`config.mk`:
```
export PLATFORM = sky130hd
export DESIGN_NAME = eight_bit_shift_add_multiplier_module
export DESIGN_NICKNAME = d
export VERILOG_FILES = /design/src/rtl/eight_bit_shift_add_multiplier_module.sv
export SDC_FILE = /design/constraint.sdc
export NUM_CORES = 1
export LEC_CHECK = 0
export BUFFER_PORTS_ARGS = -buffer_cell sky130_fd_sc_hd__buf_4
export CORE_UTILIZATION = 49
export DETAILED_ROUTE_END_ITERATION = 12
export GPL_TIMING_DRIVEN = 1
export PLACE_DENSITY = 0.9
export SLEW_MARGIN = 20
export SYNTH_ARGS = -nofsm -noshare
export SYNTH_HDL_FRONTEND = slang
export SYNTH_SLANG_ARGS = --single-unit
```
`constraint.sdc`:
```
create_clock -name clk -period 3.4 [get_ports clk]
set_input_delay 1.02 -clock clk [delete_from_list [all_inputs] [get_ports clk]]
set_output_delay 1.02 -clock clk [all_outputs]
set_load 0.05 [all_outputs]
```
`src/rtl/eight_bit_shift_add_multiplier_module.sv`:
```
// Sequential 8x8 unsigned shift-and-add multiplier controller. It drives an
// external 8-bit adder and registers its 9-bit result, one step per multiplier bit.
module eight_bit_shift_add_multiplier_module (
  input  logic        clk,
  input  logic        rst_n,
  input  logic        start,
  input  logic [7:0]  a,
  input  logic [7:0]  b,
  output logic        busy,
  output logic        done,
  output logic [15:0] product,
  output logic [7:0]  add_a,
  output logic [7:0]  add_b,
  output logic        add_cin,
  input  logic [7:0]  add_sum,
  input  logic        add_cout
);

  typedef enum logic [1:0] {
    IDLE = 2'd0,
    RUN  = 2'd1,
    DONE = 2'd2
  } state_t;

  state_t      state_q, state_d;
  logic [7:0]  mcand_q, mcand_d;
  logic [7:0]  acc_q,   acc_d;
  logic [7:0]  mq_q,    mq_d;
  logic [2:0]  cnt_q,   cnt_d;
  logic        done_q,  done_d;

  // The adder only ever sees the multiplicand while stepping on a set multiplier bit.
  assign add_a   = acc_q;
  assign add_b   = (state_q == RUN && mq_q[0]) ? mcand_q : 8'h00;
  assign add_cin = 1'b0;

  assign busy    = (state_q != IDLE);
  assign done    = done_q;
  assign product = {acc_q, mq_q};

  always_comb begin
    // NOTE: every next-state signal gets a hold/default value before the case so
    // no branch leaves one unassigned, which would infer a latch.
    state_d = state_q;
    mcand_d = mcand_q;
    acc_d   = acc_q;
    mq_d    = mq_q;
    cnt_d   = cnt_q;
    done_d  = 1'b0;

    case (state_q)
      IDLE: begin
        if (start) begin
          mcand_d = a;
          mq_d    = b;
          acc_d   = 8'h00;
          cnt_d   = 3'd0;
          state_d = RUN;
        end
      end

      RUN: begin
        // Right shift of the 17-bit {cout, sum, mq}; the carry becomes acc[7].
        {acc_d, mq_d} = {add_cout, add_sum, mq_q[7:1]};
        cnt_d         = cnt_q + 3'd1;
        if (cnt_q == 3'd7) begin
          state_d = DONE;
          done_d  = 1'b1;
        end
      end

      DONE: begin
        state_d = IDLE;
      end

      default: begin
        state_d = IDLE;
      end
    endcase
  end

  // NOTE: state registers use non-blocking assignments so every flop samples the
  // pre-edge values computed above, independent of statement order.
  always_ff @(posedge clk or negedge rst_n) begin
    if (!rst_n) begin
      state_q <= IDLE;
      mcand_q <= 8'h00;
      acc_q   <= 8'h00;
      mq_q    <= 8'h00;
      cnt_q   <= 3'd0;
      done_q  <= 1'b0;
    end else begin
      state_q <= state_d;
      mcand_q <= mcand_d;
      acc_q   <= acc_d;
      mq_q    <= mq_d;
      cnt_q   <= cnt_d;
      done_q  <= done_d;
    end
  end

endmodule
```
Word-level counts from Yosys, hierarchy flattened
Cells that the tools add are included.
- register bits after elaboration: 30
- input bits: 28
- output and inout port bits: 35
- logic and storage cells: 30
- $add $sub $neg: 1
- eq/ne operators: 4
- multiplexer cells: 12
- reduce and logical (&&, ||, !) cells: 7
- operators with widths (kind ; number):
    8-bit one-hot mux with 2 select lines ; 2
    8-bit 2-to-1 mux ; 3
    3-bit one-hot mux with 2 select lines ; 1
    2-bit AND reduction ; 3
    2-bit 2-to-1 mux ; 2
    2-bit one-hot mux with 2 select lines ; 1
    2-bit nonzero test ; 2
    3-bit by 1-bit adder with 3-bit output (second input constant) ; 1
    3-bit equality test (second input constant) ; 1
    3-bit 2-to-1 mux ; 1
    2-bit by 1-bit equality test with 1-bit output (second input constant) ; 1
    2-bit logical NOT ; 1
    1-bit 2-to-1 mux ; 2
    2-bit by 1-bit inequality test with 1-bit output (second input constant) ; 1
    2-bit inequality test (second input constant) ; 1
    1-bit logical AND ; 1

Depth between registers and ports, before layout
- word-level depth: 3
- depth in mapped cells: 5
- mapped depth without buffers: 5

Worst setup path before layout
Ideal clock, no wire load.
- path kind: register -> output
- start: register state_q[0]
- end: output port add_b[0]
- data arrival time: 1.331 ns
- data required time: 2.380 ns
- path slack: 1.049 ns
- cell stages (with the launch flop): 6
- path buffers: 2
- cell sequence: dfrtp_1 > buf_4 > inv_4 > nor2_8 > buf_2 > and3_1
- cells in the longest elaborated chain, start to end: 3
- RTL lines (what ; RTL line ; text):
    start, declared ; 25 ; state_t state_q, state_d;
    start signal, assigned ; 93 ; state_q <= state_d;
    2-bit by 1-bit equality test with 1-bit output ; 34 ; assign add_b = (state_q == RUN && mq_q[0]) ? mcand_q : 8'h00;
    1-bit logical AND ; 34 ;
    8-bit 2-to-1 mux ; 34 ;
    end, declared ; 13 ; output logic [7:0] add_b,
No other way between the ends.

Worst setup path after layout
- start: register state_q[0]
- end: output port add_b[2]
Same word-level chain as after synthesis.

==> impl_results.md <==
* First-pass GRT wire length at between 5 and 6 mm
* Root Buffer: clkbuf_4
* Min-Delay Endpoint: mcand_q[3]
* CTS tree: done
* Worst reg2reg path depth at 2
* Vias per cell at 5.69
* Critical Path RT at around 2.4 ns
* Initial antenna violation count at 0
* Main flop type after synthesis: dfrtp_1
* CTS buffer count at 5
* Met3 Use GR at 0.0562
* Area share of the largest cell type after synthesis at 0.538
* Gr ovfl total at 0
* Clk Latency, worst-skew pair at about 0.31 ns
* Mapped Cells at between 100 and 150
* Final worst slack at 0.640 ns
* Crit path DAT at between 1.5 and 2 ns
* HP Start: mcand_q[3]
* Post-Syn Area at roughly 1400 sq um
* Min Clock Period, post-route at 2.76 ns
* Mean Syn Cell Area at about 12 sq um
* Diode count at 0
* Pins Over Slew Limit at 0
* Period utilisation layout at 0.812
* Area Overhead vs Synth at 30.7%
* Most Used Layer, Global Route: met2
* Synth cell types at 23
* Postcts setup bufs at 0
* Number of global-route vias before repair at ~1200
* Count leader, synth: dfrtp_1
* Number of I/O pins at 63
* Setup CP Type: reg2out
* PortBufs at 61
* Drt pass-1 iters at 4
* Yosys top cell by area: dfrtp_1
* Asr flop ratio synth at 1.00
* Layout cell share with drive strength beyond 1 at 0.488
* Rows at 18
* GR Layer Usage met1 at 0.259
* Synthesis Warnings at 0
* Dpl hpwl at between 2 and 2.5 mm
* Worst reg2reg endpoint: cnt_q[1]
* RSZ-0062 raised after global routing: false
* Hold Path Depth at 1
* Max Root-Sink Buffers at 2
* GR Layer Usage met2 at 0.372
* Ranking of synthesized cells by area: dfrtp_1 (54%), mux2_2 (6.5%), a22o_1 (6.3%), buf_4 (5.4%), o22ai_1 (5.4%)
* Fill cells at about 190
* Pre-CTS setup slack at slightly above 1 ns
* Final RePlAce weighted congestion at ~0.76
* Hold Crit Class: reg2reg
* Final Hold Viols at 0
* H-tree Lvls at 2
* Core area at approximately 2600 sq um
* Post-detailed-route count of antenna-violating nets at 0
* Die ar. at ~3000 sq um
* Via count at between 1000 and 1500
* Die Wd at 55.4 um
* Sum Neg Setup Slack at 0 ns
* Clk_skew at approximately 0.0047 ns
* Final setup violation count at 0
* WL per Instance at approximately 16 um
* Critical Path Start Type: register
* Largest net degree at the start of global routing at 31
* Critical path capture point type: output pin
* Total Routing Usage GR at 0.215
* CTS-repair resized insts at 0
* Worst reg2reg setup slack at approximately 1.9 ns
* Worst-margin pin slew at 0.742 ns
* Max-cap viol count at 0
* Sequential share of the synthesized area at 0.538
* Fmax at 0.362 GHz
* Post-synth net total at ~150
* Nets@finish at 197
* DRT iter0 DRCs at 29
* Drt total wl at slightly above 3 mm
* Critical R2R Launch: state_q[0]
* Die outline height at roughly 55 um
* FF+latch count, synth at 30
* Worst-path clk slew at 0.08 ns
* CTS Hold Buffers Added at 0
* CTS sink cnt at 30
* EDFF count, synth at 0
* Initial Utilization at 0.539
* Status: finished clean
* Relative slew margins at 0.504
* CP max FO at 18
* Synth top cells by count: dfrtp_1 (30), o22ai_1 (12), a22o_1 (10), and3_1 (10), buf_4 (10)
* DRC errors left at 0
[stage by stage]
| step | std cells | hold WS, ns | utilization | instance area, sq um |
|---|---|---|---|---|
| after global routing | 196 | 0.519 | 0.705 | 1830 |
| after CTS | 196 | 0.507 | 0.705 | 1830 |
| after global placement | 190 | 0.482 | 0.685 | 1770 |
| after floorplan | 115 | 0.466 | - | 1400 |
| after detailed placement | 190 | 0.492 | 0.685 | 1770 |
| final | 196 | 0.506 | 0.705 | 1830 |
[flip-flops by register name, indices dropped and copies added, names as in the netlist]
signal   count
add_a        8
done         1
cnt_q        3
mcand_q      8
state_q      2
mq_q         8
[critical path, stage by stage (launching register included)]
cell and delay, ns:
dfrtp_1 0.61, inv_4 0.14, nor2_8 0.27, and3_1 0.20
buf_4 0.20
[worst max path at each step]
stage,from,to,slack (ns),cells after the start
after floorplan,state_q[0],add_b[0],1.05,5
after global placement,state_q[0],add_b[7],1.08,4
after detailed placement,state_q[0],add_b[2],1.01,4
after CTS,state_q[0],add_b[2],0.65,4
after global routing,state_q[0],add_b[2],0.57,4
final,state_q[0],add_b[2],0.64,4
[per-layer routing]
| layer | share of wire | routed length [um] | vias to the layer above |
|---|---|---|---|
| met5 | 0 | 0 | - |
| li1 | - | - | 510 |
| met2 | 0.50 | 1550 | 66 |
| met3 | 0.075 | 235 | 4 |
| met4 | 0.0090 | 28 | 0 |
| met1 | 0.42 | 1300 | 535 |
[placed cells by master, fill, tap and decap left out, drive strengths merged]
cell,count
clkbuf,6
dfrtp,30
nor2,6
conb,1
buf,61
o21bai,1
a21oi,7
inv,3
nand2,1
nand3b,2
o221a,2
and3,10
o21ai,1
nand2b,2
ha,2
a22o,10
o22ai,12
nor2b,1
mux2,8
[cell type report]
| type | count | area, sq um | share of cell area |
|---|---|---|---|
| multi-input combinational | 66 | 514 | 0.282 |
| clock buffer | 6 | 51.3 | 0.0281 |
| inverter | 3 | 13.8 | 0.00754 |
| sequential | 30 | 751 | 0.411 |
| tap | 30 | 37.5 | 0.0206 |
| timing repair buffer | 61 | 458 | 0.251 |
[cell families (layout without fill, tap and decap cells)]
| family | Yosys count | count (layout) | synth area share |
|---|---|---|---|
| buffers and inverters | 19 | 70 | 0.0941 |
| muxes | 8 | 8 | 0.0645 |
| other | 1 | 1 | 0.00269 |
| and+or+nand+nor | 22 | 22 | 0.116 |
| adders and majority gates | 2 | 2 | 0.0179 |
| AOI/OAI and AO/OA | 33 | 33 | 0.167 |
| DFF | 30 | 30 | 0.538 |
Power is not shown: default switching activity piles up to over one toggle a cycle in this logic, so the estimate is an artifact.
